### src/rtl/regfile_2r1w_clr.sv
// Register file: one write port, two registered read ports, hardware clear sequencer.
// Optional macro REGFILE_BYPASS_EN: same-cycle write-to-read forwarding per read port.
module regfile_2r1w_clr #(
  parameter int unsigned DATA_W   = 32,
  parameter int unsigned ADDR_W   = 5,
  parameter int unsigned ZERO_REG = 1
) (
  input  logic              clk,
  input  logic              rst_n,
  input  logic              we,
  input  logic [ADDR_W-1:0] waddr,
  input  logic [DATA_W-1:0] wdata,
  input  logic              re,
  input  logic [ADDR_W-1:0] raddr_a,
  input  logic [ADDR_W-1:0] raddr_b,
  output logic [DATA_W-1:0] rdata_a,
  output logic [DATA_W-1:0] rdata_b,
  output logic              rvalid,
  input  logic              clr_req,
  output logic              clr_busy,
  output logic              clr_done
);

  localparam int unsigned DEPTH = 1 << ADDR_W;

  typedef enum logic [1:0] {StIdle, StClear, StDone} state_e;

  state_e              state_q, state_d;
  logic [ADDR_W-1:0]   cnt_q, cnt_d;
  logic [DATA_W-1:0]   mem_q [DEPTH];
  logic [DATA_W-1:0]   mem_d [DEPTH];
  logic [DATA_W-1:0]   rdata_a_q, rdata_a_d;
  logic [DATA_W-1:0]   rdata_b_q, rdata_b_d;
  logic                rvalid_q, rvalid_d;
  logic [DEPTH-1:0]    we_dec;
  logic                idle;

  assign idle = (state_q == StIdle);

  // One-hot write-enable decoder; writes only land while the sequencer is idle.
  always_comb begin
    we_dec = '0;
    for (int i = 0; i < DEPTH; i++) begin
      we_dec[i] = we && idle && (waddr == ADDR_W'(i));
    end
    if (ZERO_REG != 0) we_dec[0] = 1'b0;
  end

  // Next-state for storage, clear sequencer and read ports.
  always_comb begin
    state_d   = state_q;
    cnt_d     = cnt_q;
    mem_d     = mem_q;
    rdata_a_d = rdata_a_q;
    rdata_b_d = rdata_b_q;
    rvalid_d  = 1'b0;

    for (int i = 0; i < DEPTH; i++) begin
      if (we_dec[i]) mem_d[i] = wdata;
    end

    unique case (state_q)
      StIdle: begin
        if (clr_req) begin
          state_d = StClear;
          cnt_d   = '0;
        end
      end
      StClear: begin
        mem_d[cnt_q] = '0;
        cnt_d        = cnt_q + 1'b1;  // wraps to 0 exactly on the last entry
        if (cnt_q == ADDR_W'(DEPTH - 1)) state_d = StDone;
      end
      StDone:  state_d = StIdle;
      default: state_d = StIdle;
    endcase

    if (idle && re) begin
      rvalid_d  = 1'b1;
      rdata_a_d = mem_q[raddr_a];
      rdata_b_d = mem_q[raddr_b];
`ifdef REGFILE_BYPASS_EN
      if (we && raddr_a == waddr) rdata_a_d = wdata;
      if (we && raddr_b == waddr) rdata_b_d = wdata;
`endif
      // Zero register override last so forwarding never leaks into entry 0.
      if (ZERO_REG != 0 && raddr_a == '0) rdata_a_d = '0;
      if (ZERO_REG != 0 && raddr_b == '0) rdata_b_d = '0;
    end
  end

  // State registers with asynchronous active-low reset.
  always_ff @(posedge clk or negedge rst_n) begin
    if (!rst_n) begin
      state_q   <= StIdle;
      cnt_q     <= '0;
      rdata_a_q <= '0;
      rdata_b_q <= '0;
      rvalid_q  <= 1'b0;
      for (int i = 0; i < DEPTH; i++) mem_q[i] <= '0;
    end else begin
      state_q   <= state_d;
      cnt_q     <= cnt_d;
      rdata_a_q <= rdata_a_d;
      rdata_b_q <= rdata_b_d;
      rvalid_q  <= rvalid_d;
      for (int i = 0; i < DEPTH; i++) mem_q[i] <= mem_d[i];
    end
  end

  assign rdata_a  = rdata_a_q;
  assign rdata_b  = rdata_b_q;
  assign rvalid   = rvalid_q;
  assign clr_busy = (state_q == StClear);
  assign clr_done = (state_q == StDone);

endmodule

### config.mk
export PLATFORM = sky130hd
export DESIGN_NAME = regfile_2r1w_clr
export DESIGN_NICKNAME = d
export VERILOG_FILES = /design/src/rtl/regfile_2r1w_clr.sv
export SDC_FILE = /design/constraint.sdc
export NUM_CORES = 2
export LEC_CHECK = 0
export ABC_AREA = 0
export CELL_PAD_IN_SITES_DETAIL_PLACEMENT = 2
export CELL_PAD_IN_SITES_GLOBAL_PLACEMENT = 2
export CORE_UTILIZATION = 25
export DETAILED_ROUTE_END_ITERATION = 8
export GPL_TIMING_DRIVEN = 0
export MAX_ROUTING_LAYER = met4
export PLACE_DENSITY_LB_ADDON = 0.1
export SETUP_SLACK_MARGIN = 0.5
export SYNTH_ARGS = -nofsm -noshare
export SYNTH_HDL_FRONTEND = slang
export SYNTH_SLANG_ARGS = --single-unit
### constraint.sdc
create_clock -name clk -period 2.8 [get_ports clk]
set_input_delay 0.56 -clock clk [delete_from_list [all_inputs] [get_ports clk]]
set_output_delay 0.56 -clock clk [all_outputs]
set_load 0.05 [all_outputs]
==> impl_summary.txt <==
----------------------------------------------------
[Timing]
  Setup repair after global routing missed its margin ... yes
  Min Clock Period, post-route ... 2.47 ns
  Maximum clock skew at final layout ... 0.0459 ns
  Top achievable clock speed ... 405 MHz
  Min setup slack post-route ... 0.333 ns
  Worst-Margin Slew ... 1.20 ns
  Period Utilization, post-route ... 88.1%
  Worst slew margin relative to its limit ... 20.0%
  Worst-case hold slack ... -0.213 ns
  Final Hold Vio Count ... 133
  Final setup vio count ... 0
  Final Max Slew Viols ... 0

[Setup path]
  Critical path class ... in -> reg
  Cells traversed along the worst timing path ... dlygate4sd2_1 > clkbuf_4 > nor2b_1 > clkbuf_1 > clkbuf_1 > a211oi_2 > a22o_1
  Crit. End Element ... flip-flop
  Crit path max-delay cell type ... sky130_fd_sc_hd__clkbuf_1
  Sum of buffers and inverters on the critical path ... 4
  Worst stage delay on the critical path ... 0.92 ns
  Signal arrival time at the worst endpoint ... 3.21 ns
  Required time at the worst-slack endpoint ... 3.54 ns
  CP Max Fanout ... 10
  Critical path launch point type ... input port
  Cell occurring most often along the worst timing path ... sky130_fd_sc_hd__clkbuf_1
  Dominant delay contributor by cell family on the critical path ... buffers and inverters

[Placed design]
  HPWL after detailed placement ... 267,000 µm
  Port bufs ... 111
  Gpl congestion ... 0.923
  Worst slack, placed ... -2.11 ns
  Post-placement cell count ... 9,496

[Layout]
  Finished Layout Cells ... 9,902
  Count of fill cells added during filler insertion ... 26,069
  Footprint of the flip-flops and latches ... 27,400 µm²
  Proportion of layout cells with a drive suffix above 1 ... 28.8%
  Area grow syn2layout ... 23.4%
  Combined area of the multi-input logic cells ... 31,700 µm²
  Final Net Count ... 6,632

[Synth]
  Primary FF master, synth ... sky130_fd_sc_hd__dfrtp_1
  Share of the synthesized area in the top cell type ... 45.4%
  Leading cell types by total area after synthesis ... sky130_fd_sc_hd__dfrtp_1 (45%), sky130_fd_sc_hd__nand2_1 (12%), sky130_fd_sc_hd__mux4_2 (12%)
  Asr flop ratio synth ... 100%
  Net count after synthesis ... 6,245
  Count of different cell masters after synthesis ... 53
  Leading cell types by count after synthesis ... sky130_fd_sc_hd__nand2_1 (1,993), sky130_fd_sc_hd__dfrtp_1 (1,096), sky130_fd_sc_hd__a21oi_1 (980)
  Syn. warnings ... 0
  Netlist area before placement ... 60,400 µm²
  Cell taking the most area after synthesis ... sky130_fd_sc_hd__dfrtp_1
  Number of synthesized flops with an enable pin ... 0
  Synthesized area per cell ... 9.76 µm²
  Most common cell in the netlist ... sky130_fd_sc_hd__nand2_1
  Post-synthesis instance total ... 6,188
  Sequential fraction of the synthesis area ... 45.4%
  Flops & latches, synth ... 1,096

[Detailed routing]
  Total via count after detailed routing ... 53,693
  Wirelength, routed ... 359,000 µm
  DR pass1 iterations ... 5
  Routed length per placed instance ... 36.3 µm
  Number of antenna-violating nets in the routed design ... 0
  DRC errors left ... 0
  DRT iter0 DRCs ... 4,011
  Via-per-instance ratio ... 5.42

[Global route]
  Maximum number of pins on one net before global-route repair ... 154
  Via count of the first global-routing pass ... 57,908
  Antenna violations before repair ... 30
  Global-route wire length before repair ... 492,000 µm
  Met1 track demand over resource in global routing ... 39.0%
  Overall overflow remaining after global route ... 0
  Global routing met3 resource utilization ... 5.36%
  Routing usage on met2 ... 46.4%
  Most crowded layer after global routing ... met2
  Aggregate global-route resource usage ... 30.2%

[Hold path]
  HP Class ... in -> async

[Power and ir drop]
  Reported leakage power ... 0.0314 µW
  VDD IR-drop max ... 532 µV
  Total power ... 52,400 µW
  Power per cell area ... 703 nW/µm²

[Floorplan]
  Floorplan row count ... 180
  Horizontal die dimension ... 494 µm
  Initial Util ... 25.1%
  Area inside the core boundary ... 240,000 µm²
  Die span in y ... 494 µm
  Area enclosed by the die boundary ... 244,000 µm²
  Io pins ... 119

[Flow run]
  Max-Cap Viols ... 0

[Clocking]
  Post-CTS clock slew at the launch and capture registers of the worst setup and hold paths ... 0.06 ns
  Clock latency at the later pin of the worst-skew pair ... 0.86 ns
  CTS tree ... done
  H-tree Lvls ... 4
  Number of buffers between clock root and the deepest sink ... 3
  Clock net sink count ... 1,096
  Number of CTS-inserted buffers ... 149
  Root buffer cell ... sky130_fd_sc_hd__clkbuf_16

[Run status]
  Status ... finished with violations
  Violated checks ... hold timing

----------------------------------------------------
-- final timing paths --
kind	depth (start not counted)	start	slack, ns	to
max	7	raddr_b[4]	0.33	rdata_b[28]$_DFFE_PN0P_
min	2	rst_n	-0.21	mem_q[887]$_DFF_PN0_
max reg2reg	7	state_q[1]$_DFFE_PN0P_	0.37	rdata_b[28]$_DFFE_PN0P_
min reg2reg	1	mem_q[1022]$_DFFE_PN0N_	0.51	mem_q[1022]$_DFFE_PN0N_
max in group asynchronous	4	rst_n	0.91	mem_q[430]$_DFF_PN0_
min in group clk	3	wdata[3]	0.34	mem_q[3]$_DFF_PN0_
-- report_power, final --
group,switching (µW),internal (µW),total (µW),leakage [µW]
Clock,8440,11500,19900,0.00245
Sequential,1920,17800,19700,0.0152
Combinational,8570,4210,12800,0.0138
Total,18900,33500,52400,0.0314
-- logic make-up (layout without fill, tap and decap cells) --
group	Yosys count	after routing	synth area share (%)
AOI/OAI and AO/OA	1382	1382	13.1
and+or+nand+nor	2261	2261	15.1
muxes	826	826	21.1
buffers and inverters	618	1124	5.21
other	0	23	0
adders and majority gates	5	5	0.104
DFF	1096	1096	45.4
-- layout make-up --
type / instances / share of cell area [%]
Tap cell: 3185 / 5.35
Inverter: 4 / 0.0201
Sequential cell: 1096 / 36.8
Timing Repair Buffer: 237 / 3.43
Buffer: 613 / 5.13
Clock inverter: 53 / 0.834
Antenna cell: 23 / 0.0772
Clock buffer: 217 / 5.80
Multi-Input combinational cell: 4474 / 42.6
-- per-stage QoR --
stage | hold WS (ns) | TNS, ns | utilization (%) | instance area [µm²]
floorplan | 0.264 | 0 | - | 60400
global placement | 0.482 | - | 27.3 | 65500
detailed placement | 0.490 | -916.79 | 27.4 | 65800
CTS | -0.145 | 0 | 30.8 | 73900
global route | -0.113 | 0 | 31.0 | 74500
finish | -0.213 | 0 | 31.0 | 74500
-- sequential cells by signal, indices dropped and copies added (netlist names) --
name / flops
mem_q: 1024
rdata_a: 32
rdata_b: 32
cnt_q: 5
state_q: 2
rvalid: 1
-- placed cells by master (no fill, tap or decap), types with 13 or more instances in the layout --
| master | count |
|---|---|
| sky130_fd_sc_hd__clkbuf_8 | 38 |
| sky130_fd_sc_hd__a2111oi_2 | 21 |
| sky130_fd_sc_hd__buf_4 | 160 |
| sky130_fd_sc_hd__a211oi_4 | 13 |
| sky130_fd_sc_hd__a22o_1 | 64 |
| sky130_fd_sc_hd__nand2_1 | 1988 |
| sky130_fd_sc_hd__mux2_2 | 365 |
| sky130_fd_sc_hd__nor2_4 | 31 |
| sky130_fd_sc_hd__clkinv_2 | 30 |
| sky130_fd_sc_hd__diode_2 | 23 |
| sky130_fd_sc_hd__a211oi_1 | 32 |
| sky130_fd_sc_hd__clkbuf_4 | 56 |
| sky130_fd_sc_hd__and2_1 | 36 |
| sky130_fd_sc_hd__dfrtp_1 | 1095 |
| sky130_fd_sc_hd__mux2i_2 | 41 |
| sky130_fd_sc_hd__mux4_2 | 324 |
| sky130_fd_sc_hd__o22ai_2 | 31 |
| sky130_fd_sc_hd__clkdlybuf4s50_1 | 34 |
| sky130_fd_sc_hd__nand3_4 | 23 |
| sky130_fd_sc_hd__clkbuf_2 | 223 |
| sky130_fd_sc_hd__dlygate4sd2_1 | 32 |
| sky130_fd_sc_hd__buf_6 | 62 |
| sky130_fd_sc_hd__buf_2 | 157 |
| sky130_fd_sc_hd__a211oi_2 | 19 |
| sky130_fd_sc_hd__buf_12 | 41 |
| sky130_fd_sc_hd__nor3_4 | 32 |
| sky130_fd_sc_hd__nor2_1 | 69 |
| sky130_fd_sc_hd__clkbuf_16 | 150 |
| sky130_fd_sc_hd__a21oi_2 | 17 |
| sky130_fd_sc_hd__a21oi_1 | 977 |
| sky130_fd_sc_hd__clkbuf_1 | 92 |
| sky130_fd_sc_hd__mux2i_4 | 16 |
| sky130_fd_sc_hd__mux2i_1 | 80 |
| sky130_fd_sc_hd__o22ai_1 | 151 |
| sky130_fd_sc_hd__a2111oi_0 | 28 |
-- routing by layer --
metal  vias to the layer above  part of all wire (%)
met5                         -                     0
met4                         0                   4.9
met3                       563                   5.5
met2                      1604                    45
met1                     28998                    44
li1                      22528                     -
-- timing repair --
action	CTS	global route
hold endpoints to repair	133	122
setup buffers	83	30
cloned	1	0
resized for setup	712	379
endpoints found under the setup margin	1145	1063
pin swaps	41	17
No activity file was read; power rests on OpenSTA's default activity.
